## config.mk

```make
export PLATFORM = sky130hd
export DESIGN_NAME = instr_trace_buf
export DESIGN_NICKNAME = d
export VERILOG_FILES = /design/src/rtl/instr_trace_buf.sv
export SDC_FILE = /design/constraint.sdc
export NUM_CORES = 1
export LEC_CHECK = 0
export BUFFER_PORTS_ARGS = -buffer_cell sky130_fd_sc_hd__buf_2
export CAP_MARGIN = 5
export CORE_UTILIZATION = 50
export CTS_CLUSTER_SIZE = 40
export DETAILED_ROUTE_END_ITERATION = 10
export GPL_TIMING_DRIVEN = 0
export HOLD_SLACK_MARGIN = 0.15
export PLACE_DENSITY = 0.64
export RECOVER_POWER = 100
export SYNTH_ARGS = -nofsm -noshare
export SYNTH_HDL_FRONTEND = slang
export SYNTH_SLANG_ARGS = --single-unit
```

## constraint.sdc

```tcl
create_clock -name clk -period 11.8 [get_ports clk]
set_input_delay 1.18 -clock clk [delete_from_list [all_inputs] [get_ports clk]]
set_output_delay 1.18 -clock clk [all_outputs]
set_load 0.01 [all_outputs]
```

## src/rtl/instr_trace_buf.sv

```systemverilog
// Instruction retire trace FIFO: captures one record per retired instruction, drops on full.
// Optional per-record cycle timestamp is built only when TRACE_TIMESTAMP_EN is defined.
module instr_trace_buf #(
    parameter int DEPTH = 16
) (
    input  logic                       clk,
    input  logic                       reset,
    input  logic                       instr_retired,
    input  logic [31:0]                pc_wb,
    input  logic [31:0]                instr_wb,
    input  logic [4:0]                 rd_wb,
    input  logic [31:0]                rd_val_wb,
    input  logic [5:0]                 type_wb,
    input  logic                       clear_ovf,
    output logic                       out_valid,
    input  logic                       out_ready,
    output logic [31:0]                out_pc,
    output logic [31:0]                out_instr,
    output logic [4:0]                 out_rd,
    output logic [31:0]                out_rd_val,
    output logic [2:0]                 out_type,
    output logic [31:0]                out_ts,
    output logic [$clog2(DEPTH):0]     count,
    output logic                       overflow,
    output logic [15:0]                drop_cnt
);

    localparam int AW = $clog2(DEPTH);
    localparam logic [AW:0] FULL_CNT = (AW+1)'(DEPTH);

    logic [31:0] pc_mem     [DEPTH];
    logic [31:0] instr_mem  [DEPTH];
    logic [4:0]  rd_mem     [DEPTH];
    logic [31:0] rd_val_mem [DEPTH];
    logic [2:0]  type_mem   [DEPTH];

    logic [AW-1:0] wr_ptr;
    logic [AW-1:0] rd_ptr;
    logic          full;
    logic          push;
    logic          pop;
    logic          drop;
    logic [2:0]    type_enc;

    assign full      = (count == FULL_CNT);
    assign out_valid = (count != '0);
    assign pop       = out_valid && out_ready;
    // A pop in the same cycle frees a slot, so a full buffer still accepts the push.
    assign push      = instr_retired && (!full || pop);
    assign drop      = instr_retired && full && !pop;

    always_comb begin
        type_enc = 3'd7;
        if      (type_wb[0]) type_enc = 3'd0;
        else if (type_wb[1]) type_enc = 3'd1;
        else if (type_wb[2]) type_enc = 3'd2;
        else if (type_wb[3]) type_enc = 3'd3;
        else if (type_wb[4]) type_enc = 3'd4;
        else if (type_wb[5]) type_enc = 3'd5;
    end

    always_ff @(posedge clk) begin
        if (push) begin
            pc_mem[wr_ptr]     <= pc_wb;
            instr_mem[wr_ptr]  <= instr_wb;
            rd_mem[wr_ptr]     <= rd_wb;
            rd_val_mem[wr_ptr] <= rd_val_wb;
            type_mem[wr_ptr]   <= type_enc;
        end
    end

    always_ff @(posedge clk or posedge reset) begin
        if (reset) begin
            wr_ptr <= '0;
            rd_ptr <= '0;
            count  <= '0;
        end else begin
            if (push) wr_ptr <= wr_ptr + 1'b1;
            if (pop)  rd_ptr <= rd_ptr + 1'b1;
            case ({push, pop})
                2'b10:   count <= count + 1'b1;
                2'b01:   count <= count - 1'b1;
                default: count <= count;
            endcase
        end
    end

    // A new drop wins over clear_ovf so no overflow event is ever lost.
    always_ff @(posedge clk or posedge reset) begin
        if (reset) begin
            overflow <= 1'b0;
            drop_cnt <= '0;
        end else begin
            if (drop)           overflow <= 1'b1;
            else if (clear_ovf) overflow <= 1'b0;
            if (drop && drop_cnt != 16'hFFFF) drop_cnt <= drop_cnt + 1'b1;
        end
    end

    assign out_pc     = pc_mem[rd_ptr];
    assign out_instr  = instr_mem[rd_ptr];
    assign out_rd     = rd_mem[rd_ptr];
    assign out_rd_val = rd_val_mem[rd_ptr];
    assign out_type   = type_mem[rd_ptr];

`ifdef TRACE_TIMESTAMP_EN
    logic [31:0] ts_cnt;
    logic [31:0] ts_mem [DEPTH];

    always_ff @(posedge clk or posedge reset) begin
        if (reset) ts_cnt <= '0;
        else       ts_cnt <= ts_cnt + 1'b1;
    end

    always_ff @(posedge clk) begin
        if (push) ts_mem[wr_ptr] <= ts_cnt;
    end

    assign out_ts = ts_mem[rd_ptr];
`else
    assign out_ts = 32'h0;
`endif

endmodule

```

### Word level (Yosys, flattened, before mapping)

Memory sizes are Yosys's and may differ from the RTL's.
Cells that the tools add are included.

* flip-flop bits (word level): 30
* latch bits: 0
* bits in writable memories: 1664
* ROM bits: 0
* input port bits: 112
* output and inout bits: 159
* logic and storage cells: 41
* memories kept: 5

Memories
* instr_mem: depth 16, bits a word 32, rd ports 1, clocked after memory_dff 0, write ports 1, RTL line 32 `logic [31:0] instr_mem [DEPTH];`
* pc_mem: depth 16, bits a word 32, rd ports 1, clocked after memory_dff 0, write ports 1, RTL line 31 `logic [31:0] pc_mem [DEPTH];`
* rd_val_mem: depth 16, bits a word 32, rd ports 1, clocked after memory_dff 0, write ports 1, RTL line 34 `logic [31:0] rd_val_mem [DEPTH];`
* rd_mem: depth 16, bits a word 5, rd ports 1, clocked after memory_dff 0, write ports 1, RTL line 33 `logic [4:0] rd_mem [DEPTH];`
* type_mem: depth 16, bits a word 3, rd ports 1, clocked after memory_dff 0, write ports 1, RTL line 35 `logic [2:0] type_mem [DEPTH];`

* $add $sub $neg: 5
* multiply operators: 0
* divide/modulo/power cells: 0
* magnitude comparators: 0
* eq/ne operators: 4
* shift-type cells: 0
* mux-type cells: 11
* bitwise logic cells: 0
* reduce and logical (&&, ||, !) cells: 11

Operator list (count)
* adder 16 x 1 -> 16 bit (second input constant): 1
* inequality test 16 bit (second input constant): 1
* 2-to-1 mux 3 bit: 4
* one-hot mux 5 bit (2 select lines): 1
* adder 4 x 1 -> 4 bit (second input constant): 2
* adder 5 x 1 -> 5 bit (second input constant): 1
* equality test 5 bit (second input constant): 1
* logical AND 1 bit: 5
* nonzero test 5 bit: 1
* subtractor 5 x 1 -> 5 bit (second input constant): 1
* 2-to-1 mux 1 bit: 4
* 2-to-1 mux 2 bit: 2
* nonzero test 2 bit: 2
* equality test 2 x 1 -> 1 bit (second input constant): 1
* equality test 2 bit (second input constant): 1
* logical NOT 1 bit: 2
* logical OR 1 bit: 1

### Depth between registers and ports, before layout

Gate-level depths: netlist of the first run.

* depth after elaboration: 6
* depth in mapped cells: 11
* mapped depth without buffers: 9

### Worst setup path before layout of the first run

No wires, ideal clock.

* kind: input port to flip-flop
* from: in instr_retired
* to: mem instr_mem[2][0], enable pin
* setup time: 0.694 ns
* arrival: 8.907 ns
* required time: 11.106 ns
* path slack: 2.199 ns
* stages: 5
* buffers on the path: 2
* cells stage by stage: clkbuf_1 > o31a_2 > buf_6 > nand2_1 > nor3_1

* cells in the longest elaborated chain, start to end: 3

Ends and longest elaborated chain
* from (decl): RTL line 8 `input logic instr_retired,`
* logical AND 1 bit: RTL line 49 `assign push = instr_retired && (!full || pop);`
* 2-to-1 mux 1 bit: RTL line 63 `if (push) begin`
* 2-to-1 mux 1 bit (not written as such): RTL line 65 `instr_mem[wr_ptr] <= instr_wb;`
* to (decl): RTL line 32

No other way between the ends.

### Worst setup path in the final report of the first run

* from: reg count[1]
* to: mem rd_mem[12][0], enable pin

* cells in the longest elaborated chain, start to end: 6
* elaborated cells on any way between the ends: 8
* classes of those cells: 1 x eq/ne; 2 x mux; 5 x reduce/logical

Ends and longest elaborated chain
* from (decl): RTL line 23 `output logic [$clog2(DEPTH):0] count,`
* from (signal assigned): RTL line 81 `2'b10: count <= count + 1'b1;`
* from (signal assigned): RTL line 82 `2'b01: count <= count - 1'b1;`
* from (signal assigned): RTL line 83 `default: count <= count;`
* equality test 5 bit or nonzero test 5 bit (tied branches): RTL line 45, 46
* logical NOT 1 bit or logical AND 1 bit (tied branches): RTL line 49, 47
* logical OR 1 bit *: RTL line 49
* logical AND 1 bit *: RTL line 49
* 2-to-1 mux 1 bit *: RTL line 63
* 2-to-1 mux 1 bit (not written as such) *: RTL line 66 `rd_mem[wr_ptr] <= rd_wb;`
* to (decl): RTL line 33

Mark *: on every way between the ends. The rest lies on a longest branch, timed or not.

==> impl_metrics.toml, run 1 <==
[outcome]
status = "complete, but fails checks"
violations = "capacitance limit, slew limit"

[pwr]
p_leak_nw = 22.8
pwr-share-clk_pct = 28.7
power_density_nw_per_um2 = 244
switching_share_pct = 31.8
power_frac_seq_pct = 41.6
peakVddDrop_uv = 170
power_frac_comb_pct = 29.8
p_switching_mw = 5.66
power.internal_mw = 12.1
power_mw = 17.8

[die]
dieArea_um2 = 129000
start_util_pct = 50.6
rows = 130
core_area_um2 = 126000
ios = 271
dieHeight_um = 359
die_width_um = 359

[synth]
synth_top_cell_area_share_pct = 78.2
synth_cell_types = 47
ys_seq_area_share_pct = 79.4
syn_area_um2 = 63900
syn_area_per_cell_um2 = 23.3
synth_most_common_cell = "edfxtp_1"
async_flop_share_pct = 1.77
synth_area_leaders = "edfxtp_1 (78%), mux4_2 (15%), a22oi_1 (2.4%)"
synth_edf_count = 1664
syn-instance-count = 2748
yosys_most_used_dff = "edfxtp_1"
yosysWarnings = 0
ys_seq_elements = 1694
synthTopCellsByCount = "edfxtp_1 (1664), mux4_2 (416), a22oi_1 (208)"
synth.largest_area_cell = "edfxtp_1"

[sta]
rsz0062_at_grt = "false"
timing.hold.ws_ns = 0.305
fin_worst_skew_ns = 0.0271
fin_crit_ns = 7.64
tightest_slew_ns = 2.35
fin_crit_sh_pct = 64.7
setup_viol = 0
fmax_ghz = 0.131
hold_viol = 0
slew_violations = 947
maxSlewHeadroom_pct = -57.0

[global_routing]
grt_max_degree = 31
grt_util_all_layers_pct = 24.3
grt_pass1_wl_mm = 224
grt_overflow = 0
grt_antenna_before_repair = 27
grt_pass1_vias = 32300

[drt]
drc = 0
wl_per_cell_um = 30.5
drtIter0Drc = 3719
routed_wl_mm = 156
ant_nets = 0
vias = 31300
vias_per_cell = 6.11
dr.pass1.iters = 7

[worst_setup_path]
crit_top_cell = "clkbuf_1"
critPathMaxFanout = 19
cp.arrival_ns = 8.04
cp_cell_sequence = "clkbuf_1 -> or4_1 -> clkbuf_1 -> o31a_2 -> clkbuf_1 -> nand2_1 -> nor2_1 -> clkbuf_1 -> clkbuf_1 -> clkbuf_1 -> clkbuf_1"
cp-start-kind = "flip-flop"
crit_slowest_cell = "clkbuf_1"
required_ns = 12.21
slowest_delay_ns = 1.33
end_kind = "flip-flop"
path_class = "reg2reg"

[worst_hold_path]
hold_class = "in2async"

[clock_tree]
clkSlewWorstSetupHoldPaths_ns = 0.06
postCtsHoldBufs = 0
cts-root-buf = "clkbuf_16"
cts.repair.resized = 0
cts_tree = "built"
clockBufferDepth = 3
cts_setup_buffers = 0
htree_num_levels = 4
cts_sinks = 1694
numCtsBuffers = 171
worstSkewPairLatency_ns = 0.81

[layout]
multi_input_area_um2 = 12400
register_area_um2 = 50700
syn_to_final_growth_pct = 13.8
final_layout_size_suffix_gt1_share_pct = 21.2
fillerInstances = 9330
nets = 3438

[run]
drv_cap = 46

[placed_design]
port_buffers = 237
gp_congestion = 0.748
dp_hpwl_mm = 99.3
[final timing paths]
kind | start | endpoint | cells past startpoint | slack, ns
hold / removal | reset | rd_ptr[2] | 2 | 0.30
min in group clk | drop_cnt[14] | drop_cnt[14] | 1 | 0.51
setup / recovery | count[1] | rd_mem[12][0] | 11 | 4.16
setup reg to reg | count[1] | rd_mem[12][0] | 11 | 4.16
hold reg to reg | drop_cnt[14] | drop_cnt[14] | 1 | 0.51
max in group asynchronous | reset | drop_cnt[7] | 3 | 10.05
[power by group through the flow]
stage | logic (mW) | clock network (mW) | registers, mW
6_report | 5.29 | 5.09 | 7.38
3_3_place_gp | 5.35 | 0 | 7.71
4_1_cts | 5.68 | 5.18 | 7.36
3_5_place_dp | 5.66 | 0 | 7.48
2_1_floorplan | 3.29 | 0 | 7.54
5_1_grt | 5.63 | 5.41 | 7.42
[final cells by class]
type | instances | area share (%)
tap | 1650 | 2.84
clock buffer | 218 | 6.22
multi-input combinational | 897 | 17.0
antenna | 10 | 0.0344
clock inverter | 94 | 0.990
inverter | 6 | 0.0310
timing repair buffer | 367 | 1.95
sequential | 1694 | 69.8
buffer | 182 | 1.17
[per-stage QoR]
stage / setup WS [ns] / instance area [um2] / cells / util, % / TNS [ns]
detailed placement: 6.86 / 69500 / 4793 / 55.0 / 0
global placement: -6.76 / 67300 / 4666 / 53.3 / -4031.50
CTS: 5.98 / 74700 / 5105 / 59.2 / 0
global route: 3.81 / 72700 / 5112 / 57.6 / 0
floorplan: 2.20 / 64000 / 2779 / - / 0
finish: 4.16 / 72700 / 5118 / 57.6 / 0
[cell usage in the layout, fill, tap and decap left out, types with 2 or more instances in the layout]
| cell | instances |
|---|---|
| inv_1 | 5 |
| nand3_1 | 9 |
| a32oi_1 | 2 |
| xnor2_1 | 16 |
| a22oi_1 | 208 |
| nor4_1 | 2 |
| buf_2 | 52 |
| nor2b_1 | 3 |
| buf_8 | 2 |
| diode_2 | 10 |
| nor3_1 | 9 |
| buf_4 | 32 |
| nor4b_1 | 2 |
| o2111ai_1 | 2 |
| dfrtp_1 | 30 |
| buf_1 | 13 |
| nor2_1 | 23 |
| clkinv_2 | 28 |
| clkinv_1 | 45 |
| xor2_1 | 9 |
| and3_1 | 2 |
| a21oi_1 | 2 |
| bufinv_16 | 7 |
| o21ai_0 | 7 |
| conb_1 | 32 |
| mux2_2 | 2 |
| mux4_2 | 416 |
| and2_1 | 2 |
| nand2_1 | 112 |
| and4_1 | 4 |
| clkbuf_1 | 494 |
| edfxtp_1 | 1664 |
| nand2b_1 | 2 |
| clkinv_8 | 4 |
| mux2i_1 | 2 |
| inv_6 | 7 |
| nand4_1 | 10 |
| ha_1 | 7 |
| clkbuf_16 | 174 |
| inv_16 | 2 |
[critical path, delay by kind of cell, from the launching register on]
kind                   cells  cell delay (ns)
and+or+nand+nor            3             1.43
AOI/OAI and AO/OA          1             0.17
buffers and inverters      7             5.22
DFF                        1             0.37
[metal layers]
metal  global-route usage, %  up-vias  part of all wire (%)
met1                    33.0    16800                    40
li1                        -    12900                     -
met2                    40.2     1359                    50
met5                       0        -                 0.086
met3                    5.03      243                   8.1
met4                    6.80       22                   2.1
[state kept, by name, indices dropped and copies added, names as in the netlist]
signal / flops
type_mem: 48
rd_val_mem: 512
rd_mem: 80
instr_mem: 512
drop_cnt: 16
pc_mem: 512
wr_ptr: 4
overflow: 1
count: 5
rd_ptr: 4
[logic make-up after synthesis]
group	after synthesis	share of synthesized area, %
AOI/OAI and AO/OA	226	2.63
muxes	420	14.7
other	1	0.00587
DFF	1694	79.4
buffers and inverters	188	1.42
adders and majority gates	7	0.137
xor gates and xnor gates	25	0.343
and+or+nand+nor	187	1.36
No activity file was read; power rests on OpenSTA's default activity.
==> run 2, diff against run 1 <==
Clock period 11.8 ns to 7.8 ns, I/O delays scaled along.
==> run 2 against run 1 <==
The flow still finishes with violations (capacitance limit, slew limit). Cell count is 0.55% lower. First-iteration DRC count is 6.8% lower. Worst hold slack improved by 0.093 ns. Sequential share of layout area shrank 0.32 points. Core utilization up 0.26 points. Maximum frequency rose by 20%. Register-to-register slack got worse by 2.7 ns. Combinational power up 53%. Sequential power rose by 52%. Die area unchanged. Setup slack worse by 2.7 ns. Critical path depth fell by 1. Critical path type unchanged. Critical endpoint is now pc_mem[11][25]. Largest cell class unchanged.
==> impl_metrics.toml, run 2 (same netlist as run 1, synthesis figures left out) <==
[sta]
setup-tns-final_ns = 0
setup_viol = 0
slew_violations = 630
tightest_slew_ns = 2.04
fmax_ghz = 0.158
rsz0062_at_grt = "false"
fin_worst_skew_ns = 0.0329
hold_viol = 0
fin_crit_sh_pct = 81.3
maxSlewHeadroom_pct = -36.3
fin_crit_ns = 6.34

[drt]
routed_wl_mm = 156
dr.pass1.iters = 5
wl_per_cell_um = 30.6
ant_nets = 0
routed-wl-met2_mm = 78.3
routed-wl-met3_mm = 12.3
drc = 0
vias_per_cell = 6.08
vias = 30900
drt-met1-wl_mm = 61.0
drtIter0Drc = 3466
highest_layer = "met5"

[die]
die_width_um = 359
ios = 271
dieHeight_um = 359
rows = 130
dieArea_um2 = 129000
start_util_pct = 50.6
core_area_um2 = 126000

[placed_design]
port_buffers = 237
dp_hpwl_mm = 101
gp_congestion = 0.742

[worst_setup_path]
slowest_delay_ns = 1.42
crit_top_cell = "clkbuf_1"
cp-start-kind = "flip-flop"
path_delay_family = "buffers and inverters"
critPathMaxFanout = 19
end_kind = "flip-flop"
crit_slowest_cell = "clkbuf_1"
critPathBufInv = 6
required_ns = 8.30
cp_cell_sequence = "clkbuf_1 -> or4_2 -> clkbuf_1 -> o31a_2 -> clkbuf_1 -> nand2_1 -> nor2_1 -> clkbuf_1 -> clkbuf_1 -> buf_16"
cp.arrival_ns = 6.85
path_class = "reg2reg"

[clock_tree]
cts-root-buf = "clkbuf_16"
clkSlewWorstSetupHoldPaths_ns = 0.06
numCtsBuffers = 169
cts.repair.resized = 0
cts_tree = "built"
worstSkewPairLatency_ns = 0.81
cts_sinks = 1694
htree_num_levels = 4
cts_setup_buffers = 0
postCtsHoldBufs = 1
clockBufferDepth = 3

[pwr]
p_leak_nw = 23.0
power_density_nw_per_um2 = 370
peakVddDrop_uv = 273
power_mw = 27.0

[global_routing]
grt_pass1_wl_mm = 223
grt_antenna_before_repair = 16
grt_max_degree = 31
grt_util_all_layers_pct = 24.4
grt_pass1_vias = 31800
grt_overflow = 0

[outcome]
violations = "capacitance limit, slew limit"
status = "complete, but fails checks"

[layout]
final_layout_size_suffix_gt1_share_pct = 21.8
largestRegisters = "instr_mem x512, pc_mem x512, rd_val_mem x512"
multi_input_area_um2 = 12400
final_common_cell = "edfxtp_1"
layout_common_cells = "edfxtp_1 (1664), clkbuf_1 (466), mux4_2 (416), a22oi_1 (208), clkbuf_16 (169)"
fillerInstances = 9205
register_area_um2 = 50700
syn_to_final_growth_pct = 14.3
nets = 3415

[run]
drv_cap = 38

[worst_hold_path]
hold_class = "in2reg"
## run 2: report_power, final
part / internal (mW) / switching, mW / total (mW)
Sequential: 11.0 / 0.211 / 11.2
Clock: 4.39 / 3.40 / 7.79
Combinational: 3.09 / 5.00 / 8.08
Total: 18.4 / 8.61 / 27.0
## run 2: per-stage QoR
step / cell area [um2] / utilization, % / setup slack, ns / instances / hold WS [ns]
6_report: 73000 / 57.9 / 1.46 / 5090 / 0.398
3_3_place_gp: 67300 / 53.3 / -4.83 / 4666 / 0.476
4_1_cts: 75100 / 59.5 / 2.13 / 5084 / 0.288
3_5_place_dp: 69700 / 55.2 / 3.01 / 4772 / 0.485
2_1_floorplan: 64000 / - / 1.39 / 2779 / 0.490
5_1_grt: 73000 / 57.9 / 1.10 / 5087 / 0.410
## run 2: worst paths after layout
| kind | start | endpoint | slack [ns] | depth (start not counted) |
|---|---|---|---|---|
| worst max-delay path | count[1] | pc_mem[11][25] | 1.46 | 10 |
| worst min-delay path | out_ready | rd_ptr[2] | 0.40 | 3 |
| worst max register to register | count[1] | pc_mem[11][25] | 1.46 | 10 |
| worst min register to register | drop_cnt[14] | drop_cnt[14] | 0.50 | 1 |
| max in group asynchronous | reset | drop_cnt[3] | 5.83 | 4 |
| min in group asynchronous | reset | overflow | 0.42 | 3 |
## run 2: worst reg2reg max path: stages (launching register included)
cell	delay, ns
dfrtp_1	0.36
clkbuf_1	0.31
or4_2	0.19
clkbuf_1	0.28
o31a_2	0.18
clkbuf_1	0.30
nand2_1	0.26
nor2_1	1.12
clkbuf_1	1.33
clkbuf_1	1.45
buf_16	0.27
## run 2: final cells by class
cell class | count | share of cell area [%]
antenna | 4 | 0.0137
buffer | 182 | 1.18
clock buffer | 230 | 6.12
clock inverter | 81 | 1.16
inverter | 6 | 0.0308
multi-input combinational | 897 | 16.9
sequential | 1694 | 69.4
tap | 1650 | 2.83
timing repair buffer | 346 | 2.31
## run 2: metal layers
| layer | GRT usage, % | vias up |
|---|---|---|
| li1 | - | 12800 |
| met1 | 32.7 | 16500 |
| met2 | 40.3 | 1332 |
| met3 | 5.28 | 248 |
| met4 | 7.36 | 14 |
| met5 | 0 | - |
